### config.mk
export PLATFORM = sky130hd
export DESIGN_NAME = rp_8bit_trace
export DESIGN_NICKNAME = d
export VERILOG_FILES = /design/src/rtl/rp_8bit_trace.sv
export SDC_FILE = /design/constraint.sdc
export NUM_CORES = 1
export LEC_CHECK = 0
export CAP_MARGIN = 20
export CORE_MARGIN = 4
export CORE_UTILIZATION = 45
export DETAILED_ROUTE_END_ITERATION = 10
export GPL_TIMING_DRIVEN = 1
export PLACE_DENSITY = 0.6
export SLEW_MARGIN = 20
export SYNTH_ARGS = -nofsm -noshare
export SYNTH_HDL_FRONTEND = slang
export SYNTH_SLANG_ARGS = --single-unit
### constraint.sdc
create_clock -name clk -period 8.55 [get_ports clk]
set_input_delay 0.855 -clock clk [delete_from_list [all_inputs] [get_ports clk]]
set_output_delay 0.855 -clock clk [all_outputs]
set_load 0.03 [all_outputs]
### src/rtl/rp_8bit_trace.sv
// Instruction-trace collector for the rp_8bit fetch stream: pairs two-word
// instructions into single records, classifies them and queues them in a FWFT FIFO.
module rp_8bit_trace #(
  parameter int PAW   = 16,
  parameter int DEPTH = 16,
  parameter int CW    = 8
) (
  input  logic                       clk,
  input  logic                       rst,
  input  logic                       if_vld,
  input  logic [PAW-1:0]             if_adr,
  input  logic [15:0]                if_ins,
  input  logic                       if_flush,
  output logic                       tr_vld,
  input  logic                       tr_rdy,
  output logic [PAW-1:0]             tr_adr,
  output logic [15:0]                tr_ins,
  output logic [15:0]                tr_ext,
  output logic                       tr_len,
  output logic [2:0]                 tr_cls,
  output logic                       tr_err,
  output logic [$clog2(DEPTH):0]     tr_cnt,
  output logic [CW-1:0]              tr_drp
);

  localparam int AW = $clog2(DEPTH);

  typedef struct packed {
    logic [PAW-1:0] adr;
    logic [15:0]    ins;
    logic [15:0]    ext;
    logic           len;
    logic [2:0]     cls;
    logic           err;
  } rec_t;

  typedef enum logic {IDLE, WAIT2} state_t;

  // lds / sts / jmp / call carry a second operand word
  function automatic logic two_word(input logic [15:0] w);
    logic r;
    r = 1'b0;
    casez (w)
      16'b1001_000?_????_0000,
      16'b1001_001?_????_0000,
      16'b1001_010?_????_11??: r = 1'b1;
      default:                 r = 1'b0;
    endcase
    return r;
  endfunction

  function automatic logic [2:0] op_class(input logic [15:0] w);
    logic [2:0] c;
    c = 3'd0;
    casez (w)
      16'b1100_????_????_????, 16'b1101_????_????_????,
      16'b1001_010?_????_11??, 16'b1111_0???_????_????,
      16'h9409, 16'h9419, 16'h9509, 16'h9519,
      16'h9508, 16'h9518:                               c = 3'd1;
      16'b0001_00??_????_????, 16'b1001_1001_????_????,
      16'b1001_1011_????_????, 16'b1111_11??_????_0???: c = 3'd2;
      16'b10?0_??0?_????_????, 16'b1011_0???_????_????,
      16'h95C8, 16'h95D8,
      16'b1001_000?_????_0000, 16'b1001_000?_????_0001,
      16'b1001_000?_????_0010, 16'b1001_000?_????_01??,
      16'b1001_000?_????_1001, 16'b1001_000?_????_1010,
      16'b1001_000?_????_11??:                          c = 3'd3;
      16'b10?0_??1?_????_????, 16'b1011_1???_????_????,
      16'b1001_001?_????_0000, 16'b1001_001?_????_0001,
      16'b1001_001?_????_0010, 16'b1001_001?_????_1001,
      16'b1001_001?_????_1010, 16'b1001_001?_????_11??: c = 3'd4;
      default: c = (w[15:8] == 8'h00 && w[7:0] != 8'h00) ? 3'd5 : 3'd0;
    endcase
    return c;
  endfunction

  state_t         state_q, state_d;
  logic [PAW-1:0] pend_adr_q;
  logic [15:0]    pend_ins_q;
  logic [PAW-1:0] pend_nxt;
  logic           latch, push;
  rec_t           push_rec;

  assign pend_nxt = pend_adr_q + PAW'(1);

  always_comb begin
    state_d  = state_q;
    latch    = 1'b0;
    push     = 1'b0;
    push_rec = '0;
    case (state_q)
      IDLE: begin
        if (if_vld) begin
          if (two_word(if_ins)) begin
            latch   = 1'b1;
            state_d = WAIT2;
          end else begin
            push         = 1'b1;
            push_rec.adr = if_adr;
            push_rec.ins = if_ins;
            push_rec.cls = op_class(if_ins);
          end
        end
      end
      WAIT2: begin
        // a flush abandons the half-built record; it is not a drop
        if (if_flush) begin
          state_d = IDLE;
        end else if (if_vld) begin
          push         = 1'b1;
          push_rec.adr = pend_adr_q;
          push_rec.ins = pend_ins_q;
          push_rec.ext = if_ins;
          push_rec.len = 1'b1;
          push_rec.cls = op_class(pend_ins_q);
          push_rec.err = (if_adr != pend_nxt);
          state_d      = IDLE;
        end
      end
      default: state_d = IDLE;
    endcase
  end

  always_ff @(posedge clk) begin
    if (rst) begin
      state_q    <= IDLE;
      pend_adr_q <= '0;
      pend_ins_q <= '0;
    end else begin
      state_q <= state_d;
      if (latch) begin
        pend_adr_q <= if_adr;
        pend_ins_q <= if_ins;
      end
    end
  end

  rec_t          mem [DEPTH];
  rec_t          hold_q, head;
  logic [AW-1:0] wr_ptr_q, rd_ptr_q;
  logic [AW:0]   cnt_q;
  logic [CW-1:0] drp_q;
  logic          full, pop, wr_en;

  assign full  = (cnt_q == (AW+1)'(DEPTH));
  assign pop   = tr_vld & tr_rdy;
  assign wr_en = push & (~full | pop);

  always_ff @(posedge clk) begin
    if (wr_en) mem[wr_ptr_q] <= push_rec;
  end

  always_ff @(posedge clk) begin
    if (rst) begin
      wr_ptr_q <= '0;
      rd_ptr_q <= '0;
      cnt_q    <= '0;
      drp_q    <= '0;
      hold_q   <= '0;
    end else begin
      if (wr_en) wr_ptr_q <= wr_ptr_q + AW'(1);
      if (pop) begin
        rd_ptr_q <= rd_ptr_q + AW'(1);
        hold_q   <= mem[rd_ptr_q];
      end
      case ({wr_en, pop})
        2'b10:   cnt_q <= cnt_q + (AW+1)'(1);
        2'b01:   cnt_q <= cnt_q - (AW+1)'(1);
        default: cnt_q <= cnt_q;
      endcase
      if (push && full && !pop && drp_q != {CW{1'b1}})
        drp_q <= drp_q + CW'(1);
    end
  end

  // empty FIFO shows the last popped record so outputs never go stale-random
  assign tr_vld = (cnt_q != '0);
  assign head   = tr_vld ? mem[rd_ptr_q] : hold_q;
  assign tr_adr = head.adr;
  assign tr_ins = head.ins;
  assign tr_ext = head.ext;
  assign tr_len = head.len;
  assign tr_cls = head.cls;
  assign tr_err = head.err;
  assign tr_cnt = cnt_q;
  assign tr_drp = drp_q;

endmodule

# Word level (Yosys, flattened, before mapping)
# Memories as Yosys holds them, arrays and structs flattened. A register that Yosys moved wholly into a read port is not among the register bits.
# Cells that the tools add are included.
word_totals:
  ff_bits: 107
  ram_bits: 848
  output_inout_bits: 67
  word_cells: 151
  mem_count: 1
memory_table:
  columns: ["memory", "words", "width", "rd", "rd_ports_with_merged_regs", "wr", "line_no", "source"]
  rows:
  - ["mem", 16, 53, 1, 1, 1, "138", "rec_t mem [DEPTH];"]
classes:
  addsub: 6
  n_eq_ne: 71
  muxes: 34
  bitwise_logic: 5
  n_reduce_logical: 21
op_table:
  columns: ["cell", "n"]
  rows:
  - ["$eq 16x16->1 const B", 16]
  - ["$eq 11x11->1 const B", 20]
  - ["$mux 53", 3]
  - ["$eq 9x9->1 const B", 8]
  - ["$mux 32", 2]
  - ["$pmux 32 s2", 1]
  - ["$eq 5x5->1 const B", 7]
  - ["$eq 4x4->1 const B", 8]
  - ["$eq 8x8->1 const B", 4]
  - ["$pmux 3 s4", 2]
  - ["$reduce_or 11->1", 2]
  - ["$reduce_or 10->1", 2]
  - ["$mux 17", 1]
  - ["$add 16x1->16 const B", 1]
  - ["$logic_not 8->1", 2]
  - ["$ne 16x16->1", 1]
  - ["$reduce_bool 8->1", 2]
  - ["$reduce_or 8->1", 2]
  - ["$mux 1", 15]
  - ["$eq 7x7->1 const B", 2]
  - ["$eq 6x3->1 const B", 2]
  - ["$mux 3", 4]
  - ["$pmux 5 s2", 1]
  - ["$add 4x1->4 const B", 2]
  - ["other kinds (18)", 27]

# Depth between registers and ports, before layout
depth:
  ltp_word: 11
  mapped_depth: 12
  depth_no_buf: 11

# Least setup slack after synthesis
# No wires, ideal clock.
synth_path:
  path_kind: "input to register"
  from: "in if_ins[10]"
  to: "mem mem[0][0] (netlist name) (enable)"
  setup_time_ps: 529
  arrival_time_ps: 5677
  t_required_ps: 8021
  setup_slack_ps: 2344
  cell_stages: 7
  n_path_buf: 2
  cell_sequence: "buf_2 -> and3b_1 -> o2bb2ai_4 -> a21oi_2 -> clkbuf_1 -> nand2_1 -> nor3_1"
synth_between:
  elab_chain_len: 11
synth_rtl:
  columns: ["element", "line_no", "source"]
  rows:
  - ["start, declared", "12", "input logic [15:0] if_ins,"]
  - ["$eq 11x11->1 or $eq 9x9->1 (tied branches)", "43", "casez (w)"]
  - ["$reduce_or 3->1 (*)", "43", null]
  - ["$mux 1 (*)", "43", null]
  - ["$mux 1 (*)", "93", "if (if_vld) begin"]
  - ["$mux 1 (*)", "91", "case (state_q)"]
  - ["$mux 1 (*)", "94", "if (two_word(if_ins)) begin"]
  - ["$mux 1 (*)", "93", null]
  - ["$pmux 1 s2 (*)", "91", null]
  - ["$and 1x1->1 (*)", "147", "assign wr_en = push & (~full | pop);"]
  - ["$mux 1 (*)", "150", "if (wr_en) mem[wr_ptr_q] <= push_rec;"]
  - ["$mux 1 (not written as such) (*)", "150", null]
  - ["end, declared", "138", null]
# Mark *: on every way between the ends. The rest lies on a longest branch, timed or not. The select of a mux whose other input is x is not followed.

==> flow_metrics.tcl <==
set metrics [dict create \
    outcome "complete, no violations" \
    antenna-diode-count 0 \
    drt.antenna.violating_nets 0 \
    die_y_um 300 \
    place.detailed.instances 3170 \
    cp.required_ns 7.70 \
    power.total_mw 13.0 \
    gp_congestion 0.859 \
    synth.area.top_cells "sky130_fd_sc_hd__edfxtp_1, sky130_fd_sc_hd__mux4_2, sky130_fd_sc_hd__dfxtp_1" \
    vias_per_std_cell 5.85 \
    critPathTopFamily "multiplexers" \
    post_drt_wl_per_cell_um 27.8 \
    grt_overflow 0 \
    unrepaired_setup_endpoints_after_global_routing "false" \
    synth-seq-area-share_pct 72.2 \
    count_of_buffers_inserted_at_the_top_level_ports 103 \
    crit_top_cell "sky130_fd_sc_hd__mux4_2" \
    worst-setup-path-type "reg -> out" \
    timing.slew.headroom_pct 25.3 \
    hold_ws_ns 0.451 \
    fill_cells 6714 \
    yosysMostFrequentCell "sky130_fd_sc_hd__edfxtp_1" \
    synth.distinct_cells 71 \
    crit_cells 5 \
    grt_use_total_pct 20.7 \
    clock_insertion_delay_worst_skew_ns 0.65 \
    final_period_minus_worst_setup_slack_ns 5.08 \
    vdd.ir_drop.worst_mv 0.280 \
    post_synth_instance_area_mm2 0.0384 \
    die-width_um 300 \
    period_share_pct 59.4 \
    post_synth_most_frequent_cells "sky130_fd_sc_hd__edfxtp_1, sky130_fd_sc_hd__mux4_2, sky130_fd_sc_hd__nand2_1" \
    nNetsFinal 2185 \
    tritoncts_num_sinks 959 \
    grt_pass1_vias 20109 \
    start_kind "flop" \
    worst_path_largest_cell_delay_ns 0.83 \
    cts_tree "yes" \
    avgSynthCellArea_um2 19.1 \
    cells_traversed_along_the_worst_timing_path "buf_6 -> mux4_2 -> mux4_2 -> mux2_2 -> clkdlybuf4s50_1" \
    cpMaxStageDelayCell "sky130_fd_sc_hd__dfxtp_4" \
    drt-initial-drc-count 1999 \
    cts.clk_slew.worst_paths_ns 0.06 \
    ys.flop_type "sky130_fd_sc_hd__edfxtp_1" \
    wl_mm 93.1 \
    timing.hold.worst.start "hold_q[19]" \
    leakagePower_nw 13.5 \
    clk_root_buffer_cell "sky130_fd_sc_hd__clkbuf_16" \
    antenna_found_initial 1 \
    syn2layout_area_growth_pct 14.4 \
    clock.fmax_mhz 197 \
    timing.critical_path.to_type "output port" \
    cp.buffers_inverters 2 \
    finalHoldViolCount 0 \
    core.rowCount 106 \
    drv_slew 0 \
    synth.yosys.warnings 0 \
    start_util_pct 45.6 \
    largest_net_degree_at_the_start_of_global_routing 128 \
    worst_r2r_path_depth 6 \
    worst_pin_slew_ns 1.12 \
    dp.final_hpwl_mm 51.5 \
    post_route_cells_drive_above_1_share_pct 24.6 \
    io_pins 104 \
    regToRegStartpoint "state_q" \
    r2r_end "mem[15][4]" \
    number_of_buffers_added_by_the_clock_tree_synthesis_step 99 \
    async_reset_ff_share_pct 0 \
    final.setup.tns_ns 0 \
    synth_largest_type_area_fraction_pct 66.4 \
    die_area_mm2 0.0900 \
    floorplan.core_area_mm2 0.0841 \
    crit_fanout 52 \
    min-delay-path-class "reg -> reg" \
    cts-resized-gates 0 \
    setup.reg_to_reg.worst_slack_ns 4.42 \
    drt_pre_antenna_iters 5 \
    count_of_flip_flops_with_a_built_in_enable_after_synthesis 848 \
    drc_errors 0 \
    worst-endpoint-arrival_ns 4.22 \
    global_route_wire_length_before_repair_mm 137 \
    synth_top_area_cell "sky130_fd_sc_hd__edfxtp_1" \
    drv_cap 0 \
    layout.core_utilization_pct 52.2 \
    cts.path.max_buffers 3 \
    h_tree_depth_reported_by_cts 3 \
    dr_total_vias 19611 \
    setup_viol_count_final 0 \
    postCtsHoldBufs 0 \
    timing.clock.skew_ns 0.0220 \
    post-cts-setup-buffer-count 0 \
    synth.net_count 2057 \
    number_of_standard_cells_after_synthesis 2009 \
    synth_seq_cells 959 \
    power_density_mw_per_mm2 296 \
    timing.critical_path.to "tr_ins[15]" \
    final_cell_count_no_fill 3355 \
]
cell usage in the layout, fill, tap and decap left out, drive strengths merged, types with 4 or more instances in the layout:
cell type / netlist / routed
a2111oi: 4 / 4
a211oi: 5 / 5
a21oi: 97 / 97
a22o: 23 / 23
and2: 13 / 13
and3: 11 / 11
buf: 55 / 47
bufinv: 0 / 8
clkbuf: 67 / 140
clkdlybuf4s50: 0 / 102
clkinv: 1 / 32
dfxtp: 111 / 111
edfxtp: 848 / 848
ha: 10 / 10
inv: 20 / 26
mux2: 54 / 54
mux2i: 6 / 6
mux4: 265 / 265
nand2: 195 / 195
nand2b: 5 / 5
nand3: 11 / 11
nand4: 6 / 6
nand4b: 4 / 4
nor2: 41 / 41
nor2b: 6 / 6
nor3: 21 / 21
nor3b: 7 / 7
nor4: 10 / 10
o211ai: 5 / 5
o21a: 6 / 6
o21ai: 15 / 15
o2bb2ai: 4 / 4
o32ai: 4 / 4
or3: 6 / 6
xnor2: 23 / 23
xor2: 12 / 12
metrics by stage:
stage                     instance area, um2  setup slack, ns
after floorplan                        38400             2.34
after global placement                 40700             3.38
after detailed placement               40700             3.47
after CTS                              43900             3.01
after global routing                   43900             3.17
final                                  43900             3.47
cells by family (layout without fill, tap and decap cells):
kind of cell               after synthesis  after routing  synth area share [%]
AOI/OAI and AO/OA                      188            188                  3.23
xor gates and xnor gates                35             35                 0.799
adders and majority gates               11             11                 0.378
buffers and inverters                  143            355                  1.87
DFF                                    959            959                  72.2
muxes                                  325            325                  17.3
and+or+nand+nor                        348            348                  4.23
where the power goes:
part           switching, mW  internal, mW
logic                   1.80          1.55
clock network           1.75          2.47
registers              0.146          5.27
how the worst min path moves through the flow:
stage	depth (start not counted)	endpoint
floorplan	2	hold_q[0]
global placement	2	hold_q[3]
detailed placement	2	hold_q[32]
CTS	2	hold_q[32]
global route	2	hold_q[50]
finish	2	hold_q[19]
metal layers:
| metal | GRT usage, % | part of all wire, % | up-vias | wire, um |
|---|---|---|---|---|
| met4 | 4.94 | 1.8 | 2 | 1670 |
| met1 | 30.0 | 44 | 10395 | 40600 |
| met3 | 3.40 | 6.3 | 125 | 5900 |
| li1 | - | - | 8404 | - |
| met5 | 0 | 0.019 | - | 18 |
| met2 | 33.3 | 48 | 685 | 44900 |
flip-flops by register name, indices dropped and copies added, names as in the netlist, named ones only:
signal / cells
tr_drp: 8
state_q: 1
tr_cnt: 5
pend_ins_q: 16
hold_q: 53
mem: 848
wr_ptr_q: 4
pend_adr_q: 16
rd_ptr_q: 4
tightest hold or removal path: stages (launching register included):
cell and delay [ns]:
sky130_fd_sc_hd__dfxtp_1 0.30, sky130_fd_sc_hd__nand2_1 0.05, sky130_fd_sc_hd__a21oi_1 0.05
cell type report:
cell class              count  area, um2  share of cell area (%)
clock inverters            45        449                    1.02
clock buffers             140       2730                    6.23
inverters                  21       78.8                   0.180
repair buffers            149       1420                    3.22
well taps                1134       1420                    3.23
multi-input cells         907      10100                    23.0
flip-flops and latches    959      27700                    63.1
Note: power is estimated with default switching activity, not from simulation.
